<file path="config.mk">
export PLATFORM = sky130hd
export DESIGN_NAME = rc4_engine
export DESIGN_NICKNAME = d
export VERILOG_FILES = /design/src/rtl/rc4_pkg.sv /design/src/rtl/rc4_char_valid.sv /design/src/rtl/rc4_engine.sv
export SDC_FILE = /design/constraint.sdc
export NUM_CORES = 1
export LEC_CHECK = 0
export BUFFER_PORTS_ARGS = -buffer_cell sky130_fd_sc_hd__clkbuf_2
export CAP_MARGIN = 20
export CORE_MARGIN = 1.5
export CORE_UTILIZATION = 64
export CTS_BUF_LIST = sky130_fd_sc_hd__clkbuf_4
export DETAILED_ROUTE_END_ITERATION = 10
export PLACE_DENSITY = 0.89
export SLEW_MARGIN = 20
export SYNTH_ARGS = -nofsm -noshare
export SYNTH_HDL_FRONTEND = slang
export SYNTH_SLANG_ARGS = --single-unit
</file>
<file path="constraint.sdc">
create_clock -name clk -period 6.1 [get_ports clk]
set_input_delay 1.22 -clock clk [delete_from_list [all_inputs] [get_ports clk]]
set_output_delay 1.22 -clock clk [all_outputs]
set_load 0.1 [all_outputs]
</file>
<file path="src/rtl/rc4_pkg.sv">
`default_nettype none
// ============================================================================
// Module      : rc4_pkg
// Description : Shared state encoding and constants for the RC4 engine.
// Revision    : 1.0 - initial release
// ============================================================================
package rc4_pkg;

    localparam int S_SIZE = 256;

    localparam logic [7:0] CHAR_LO = 8'h61;
    localparam logic [7:0] CHAR_HI = 8'h7A;
    localparam logic [7:0] CHAR_SP = 8'h20;

    typedef enum logic [3:0] {
        ST_IDLE      = 4'd0,
        ST_INIT      = 4'd1,
        ST_KSA_RD_I  = 4'd2,
        ST_KSA_RD_J  = 4'd3,
        ST_KSA_WR    = 4'd4,
        ST_PRGA_RD_I = 4'd5,
        ST_PRGA_RD_J = 4'd6,
        ST_PRGA_WR   = 4'd7,
        ST_PRGA_RD_F = 4'd8,
        ST_PRGA_OUT  = 4'd9,
        ST_DONE      = 4'd10
    } state_t;

endpackage : rc4_pkg
`default_nettype wire

</file>
<file path="src/rtl/rc4_char_valid.sv">
`default_nettype none
// ============================================================================
// Module      : rc4_char_valid
// Description : Flags a byte as a lower-case ASCII letter or a space.
// Revision    : 1.0 - initial release
// ============================================================================
module rc4_char_valid
    import rc4_pkg::*;
(
    input  logic [7:0] i_char,
    output logic       o_valid
);

    assign o_valid = ((i_char >= CHAR_LO) && (i_char <= CHAR_HI)) || (i_char == CHAR_SP);

endmodule : rc4_char_valid
`default_nettype wire

</file>
<file path="src/rtl/rc4_engine.sv">
`default_nettype none
// ============================================================================
// Module      : rc4_engine
// Description : RC4 key schedule and keystream decrypt against external RAMs.
// Revision    : 1.0 - initial release
// ============================================================================
module rc4_engine
    import rc4_pkg::*;
#(
    parameter int KEY_BYTES = 3,
    parameter int MSG_LEN   = 32,
    parameter int CHECK_EN  = 1
) (
    input  logic                   clk,
    input  logic                   rst,
    input  logic                   start,
    input  logic [8*KEY_BYTES-1:0] key,
    output logic                   busy,
    output logic                   done,
    output logic                   pass,
    output logic [7:0]             s_addr,
    output logic [7:0]             s_wdata,
    output logic                   s_wren,
    input  logic [7:0]             s_rdata,
    output logic [7:0]             enc_addr,
    input  logic [7:0]             enc_rdata,
    output logic [7:0]             dec_addr,
    output logic [7:0]             dec_wdata,
    output logic                   dec_wren
);

    state_t                 r_state;
    state_t                 w_next;
    logic [7:0]             r_i;
    logic [7:0]             r_j;
    logic [7:0]             r_k;
    logic [7:0]             r_si;
    logic [7:0]             r_sj;
    logic [7:0]             r_f;
    logic                   r_ph;
    logic                   r_pass;
    logic [4:0]             r_kidx;
    logic [8*KEY_BYTES-1:0] r_key;
    logic [7:0]             w_key_byte;
    logic [7:0]             w_dec_data;
    logic                   w_valid;
    logic                   w_last_k;
    logic                   w_abort;

    assign w_dec_data = r_f ^ enc_rdata;
    assign w_last_k   = (r_k == 8'(MSG_LEN - 1));
    assign w_abort    = (CHECK_EN != 0) && !w_valid;
    assign pass       = r_pass;

    rc4_char_valid u_char_valid (
        .i_char  (w_dec_data),
        .o_valid (w_valid)
    );

    // r_kidx tracks i mod KEY_BYTES so no divider is needed.
    always_comb begin
        w_key_byte = r_key[8*KEY_BYTES-1 -: 8];
        for (int b = 0; b < KEY_BYTES; b++) begin
            if (r_kidx == 5'(b)) begin
                w_key_byte = r_key[8*(KEY_BYTES-b)-1 -: 8];
            end
        end
    end

    always_ff @(posedge clk) begin
        if (rst) begin
            r_state <= ST_IDLE;
        end else begin
            r_state <= w_next;
        end
    end

    // Two-cycle states use r_ph as a sub-step; it is always 0 on entry.
    always_comb begin
        w_next = r_state;
        case (r_state)
            ST_IDLE, ST_DONE: if (start) w_next = ST_INIT;
            ST_INIT:          if (r_i == 8'(S_SIZE - 1)) w_next = ST_KSA_RD_I;
            ST_KSA_RD_I:      w_next = ST_KSA_RD_J;
            ST_KSA_RD_J:      if (r_ph) w_next = ST_KSA_WR;
            ST_KSA_WR:        if (r_ph) w_next = (r_i == 8'hFF) ? ST_PRGA_RD_I : ST_KSA_RD_I;
            ST_PRGA_RD_I:     w_next = ST_PRGA_RD_J;
            ST_PRGA_RD_J:     if (r_ph) w_next = ST_PRGA_WR;
            ST_PRGA_WR:       if (r_ph) w_next = ST_PRGA_RD_F;
            ST_PRGA_RD_F:     if (r_ph) w_next = ST_PRGA_OUT;
            ST_PRGA_OUT:      w_next = (w_abort || w_last_k) ? ST_DONE : ST_PRGA_RD_I;
            default:          w_next = ST_IDLE;
        endcase
    end

    always_ff @(posedge clk) begin
        if (rst) begin
            r_i    <= 8'd0;
            r_j    <= 8'd0;
            r_k    <= 8'd0;
            r_si   <= 8'd0;
            r_sj   <= 8'd0;
            r_f    <= 8'd0;
            r_ph   <= 1'b0;
            r_pass <= 1'b0;
            r_kidx <= 5'd0;
            r_key  <= '0;
        end else begin
            case (r_state)
                ST_IDLE, ST_DONE: begin
                    if (start) begin
                        r_key  <= key;
                        r_i    <= 8'd0;
                        r_j    <= 8'd0;
                        r_k    <= 8'd0;
                        r_ph   <= 1'b0;
                        r_pass <= 1'b0;
                        r_kidx <= 5'd0;
                    end
                end
                ST_INIT: r_i <= r_i + 8'd1;
                ST_KSA_RD_J: begin
                    r_ph <= ~r_ph;
                    if (!r_ph) begin
                        r_si <= s_rdata;
                        r_j  <= r_j + s_rdata + w_key_byte;
                    end
                end
                ST_KSA_WR: begin
                    r_ph <= ~r_ph;
                    if (!r_ph) begin
                        r_sj <= s_rdata;
                    end else begin
                        r_i    <= r_i + 8'd1;
                        r_kidx <= (r_kidx == 5'(KEY_BYTES - 1)) ? 5'd0 : r_kidx + 5'd1;
                        if (r_i == 8'hFF) r_j <= 8'd0;
                    end
                end
                ST_PRGA_RD_I: r_i <= r_i + 8'd1;
                ST_PRGA_RD_J: begin
                    r_ph <= ~r_ph;
                    if (!r_ph) begin
                        r_si <= s_rdata;
                        r_j  <= r_j + s_rdata;
                    end
                end
                ST_PRGA_WR: begin
                    r_ph <= ~r_ph;
                    if (!r_ph) r_sj <= s_rdata;
                end
                ST_PRGA_RD_F: begin
                    r_ph <= ~r_ph;
                    if (r_ph) r_f <= s_rdata;
                end
                ST_PRGA_OUT: begin
                    if (w_abort)       r_pass <= 1'b0;
                    else if (w_last_k) r_pass <= 1'b1;
                    else               r_k    <= r_k + 8'd1;
                end
                default: ;
            endcase
        end
    end

    always_comb begin
        busy      = (r_state != ST_IDLE) && (r_state != ST_DONE);
        done      = (r_state == ST_DONE);
        s_addr    = 8'd0;
        s_wdata   = 8'd0;
        s_wren    = 1'b0;
        enc_addr  = 8'd0;
        dec_addr  = 8'd0;
        dec_wdata = 8'd0;
        dec_wren  = 1'b0;
        case (r_state)
            ST_INIT: begin
                s_wren  = 1'b1;
                s_addr  = r_i;
                s_wdata = r_i;
            end
            ST_KSA_RD_I:               s_addr = r_i;
            ST_PRGA_RD_I:              s_addr = r_i + 8'd1;
            ST_KSA_RD_J, ST_PRGA_RD_J: if (r_ph) s_addr = r_j;
            // First write stores old S[j] straight off the read port, second stores old S[i].
            ST_KSA_WR, ST_PRGA_WR: begin
                s_wren = 1'b1;
                if (!r_ph) begin
                    s_addr  = r_i;
                    s_wdata = s_rdata;
                end else begin
                    s_addr  = r_j;
                    s_wdata = r_si;
                end
            end
            ST_PRGA_RD_F: begin
                if (!r_ph) s_addr = r_si + r_sj;
                enc_addr = r_k;
            end
            ST_PRGA_OUT: begin
                enc_addr  = r_k;
                dec_wren  = 1'b1;
                dec_addr  = r_k;
                dec_wdata = w_dec_data;
            end
            default: ;
        endcase
    end

endmodule : rc4_engine
`default_nettype wire
</file>
==> impl_metrics.ini <==
[synthesis]
synthDistinctLibCells = 59
seq_area_frac_synth_pct = 30.9
synth-edff-count = 0
syn-cell-area_mm2 = 0.00539
synthArstFlopShare_pct = 0
yosysWarnings = 0
ys_ff_latch = 83
synthFlopType = dfxtp_1
synth_cells = 702
synth_area_per_cell_um2 = 7.67
syn_nets = 774

[placement]
dp_hpwl_um = 10200
dp_cells = 863
gp_congestion = 0.978
io_buffers = 87

[final_layout]
layout_common_cells = 102 x nand2_1, 89 x nor2_1, 87 x clkbuf_2
instances_no_fill = 880
fillers = 617
seqCellArea_mm2 = 0.00166
drive_gt1_share_pct = 16.1
area_growth_pct = 12.2
final_common_cell = nand2_1
multi_input_area_mm2 = 0.00350
nNetsFinal = 842
diodes = 0

[run]
timing.max_cap.violations = 0

[global_routing]
grt_pass1_vias = 4886
grt_overflow_total = 0
grt_max_degree = 74
busiest_layer = met2
antenna_found_initial = 0
gr-usage-met1_pct = 39.5
grt_pass1_wl_um = 22900
met3_usage_pct = 7.81
grt_use_met2_pct = 54.5
grt_usage_pct = 32.4

[worst_setup_path]
worstPathArrival_ns = 3.36
crit_type = reg2out
end_kind = primary output
cp_slowest_cell = dfxtp_1
cpPeakStageDelay_ns = 0.84
crit_chain = nor2b_1, a21oi_1, nor3_1, a221oi_1, o21ai_0, clkbuf_2
cp-start-kind = flop
worstPathRequired_ns = 4.88
crit_fanout = 23

[power_and_ir_drop]
leakagePower_uw = 0.00255
total_power_uw = 2090
powerDensity_mw_per_mm2 = 346
ir_drop_v = 0.000218

[detailed_routing]
wl_um = 14100
routedWlPerCell_um = 16.0
drtIter0Drc = 597
firstDrtPassIters = 8
vias_per_cell = 6.16
antenna_left = 0
drc_errors = 0
num_vias = 5421

[sta]
fin_setup_tns_ns = 0
max_freq_mhz = 218
min_period_over_period_pct = 75.1
grt_setup_unrepaired = false
final.min_clock_period_ns = 4.58
slew_headroom_pct = 19.0
setup_viol = 0
tightest_slew_ns = 1.20
finalHoldViolCount = 0
fin_skew_ns = 0.0169
slew_violations = 0

[die]
num_rows = 33
dieArea_mm2 = 0.00897
die_height_um = 94.7
ios = 88
fp.dieW_um = 94.7
start_util_pct = 65.9
core_mm2 = 0.00818

[clock_network]
clkLatencyLatePin_ns = 0.43
postCtsSetupBuffers = 0
numCtsBuffers = 9
cts_root_buf = clkbuf_4
post_cts_resized = 0
tritoncts = yes
cts_max_level = 3
path_clk_slew_ns = 0.15
cts-hold-fix-buffers = 0
clockBufferDepth = 2
clock-sinks = 83

[worst_hold_path]
hold_path.class = reg2reg

[run_status]
outcome = finished clean
[sequential cells by signal, summed over array words and instances, names as in the netlist]
signal and count:
r_k 8, r_sj 8, r_i 8, r_j 8
r_key 24, pass 1, r_state 4, r_kidx 5
r_si 8, r_ph 1, r_f 8
[path summary, 6_finish.rpt]
kind | depth (start not counted) | slack (ns) | end | from
worst max-delay path | 6 | 1.52 | s_addr[3] | r_state[2]
worst min-delay path | 2 | 0.47 | r_key[20] | r_key[20]
worst min register to register | 2 | 0.47 | r_key[20] | r_key[20]
worst max register to register | 16 | 2.73 | r_j[6] | r_kidx[1]
[cell families (layout without fill, tap and decap cells)]
group	after synthesis	count (layout)	share of synthesized area [%]
xor+xnor	39	39	6.34
simple gates	288	288	24.7
mux	33	33	6.16
fa+ha+maj	29	29	7.16
flops	83	83	30.9
compound gates	174	174	20.5
buf+inv	56	129	4.30
[metrics by stage]
step / hold slack [ns] / setup WS (ns) / utilization, % / cell area, µm²
floorplan: 0.436 / 1.09 / - / 5390
global route: 0.489 / 1.31 / 73.9 / 6040
CTS: 0.468 / 1.64 / 73.8 / 6030
finish: 0.466 / 1.52 / 73.9 / 6040
detailed placement: 0.449 / 1.93 / 71.4 / 5840
global placement: 0.442 / 2.06 / 71.4 / 5840
[synthesized netlist by cell type (all sizes together) (3+ instances only)]
library cell  number  area (µm²)
xnor2             21         184
o21bai             3        22.5
a2111oi            3        45.1
mux2i             32         320
xor2              18         158
nand3b             6        45.0
o21a               3        22.5
a22oi             10        75.1
a21o               5        37.5
a222oi             4        40.0
o211ai             4        30.0
inv               20        75.1
nand4              7        43.8
o21ai             53         265
nand2b             9        56.3
nor2b              9        56.3
nor3              12        60.1
nor2              91         347
a221oi             3        43.8
clkbuf            25        93.8
nand3             14        82.6
ha                26         325
a211oi            11         103
fa                 3        60.1
and3              16         105
nand2            102         383
a21oi             61         305
and2              12        75.1
buf               11        62.6
dfxtp             83        1660
[final cells by class]
cell class,instances,share of cell area (%)
multi-input cells,563,57.9
flip-flops and latches,83,27.5
repair buffers,93,8.01
well taps,105,2.17
clock inverters,7,2.05
inverters,20,1.24
clock buffers,9,1.12
[per-layer routing]
metal | wire, µm | vias to the layer above
li1 | - | 2601
met1 | 5710 | 2472
met2 | 6770 | 292
met3 | 1190 | 56
met4 | 436 | 0
met5 | 0 | -
[where the power goes]
part	total, µW	internal (µW)	leakage (µW)	switching (µW)
logic	972	340	0.00178	631
registers	699	607	0.000674	91.9
clock network	420	211	0.0000971	209
[worst max-delay path: cells and delay by family (launching register included)]
| kind | cells | cell delay (ns) |
|---|---|---|
| compound gates | 3 | 0.50 |
| buf+inv | 1 | 0.51 |
| flops | 1 | 0.84 |
| simple gates | 2 | 1.08 |
No activity file was read; power rests on OpenSTA's default activity.
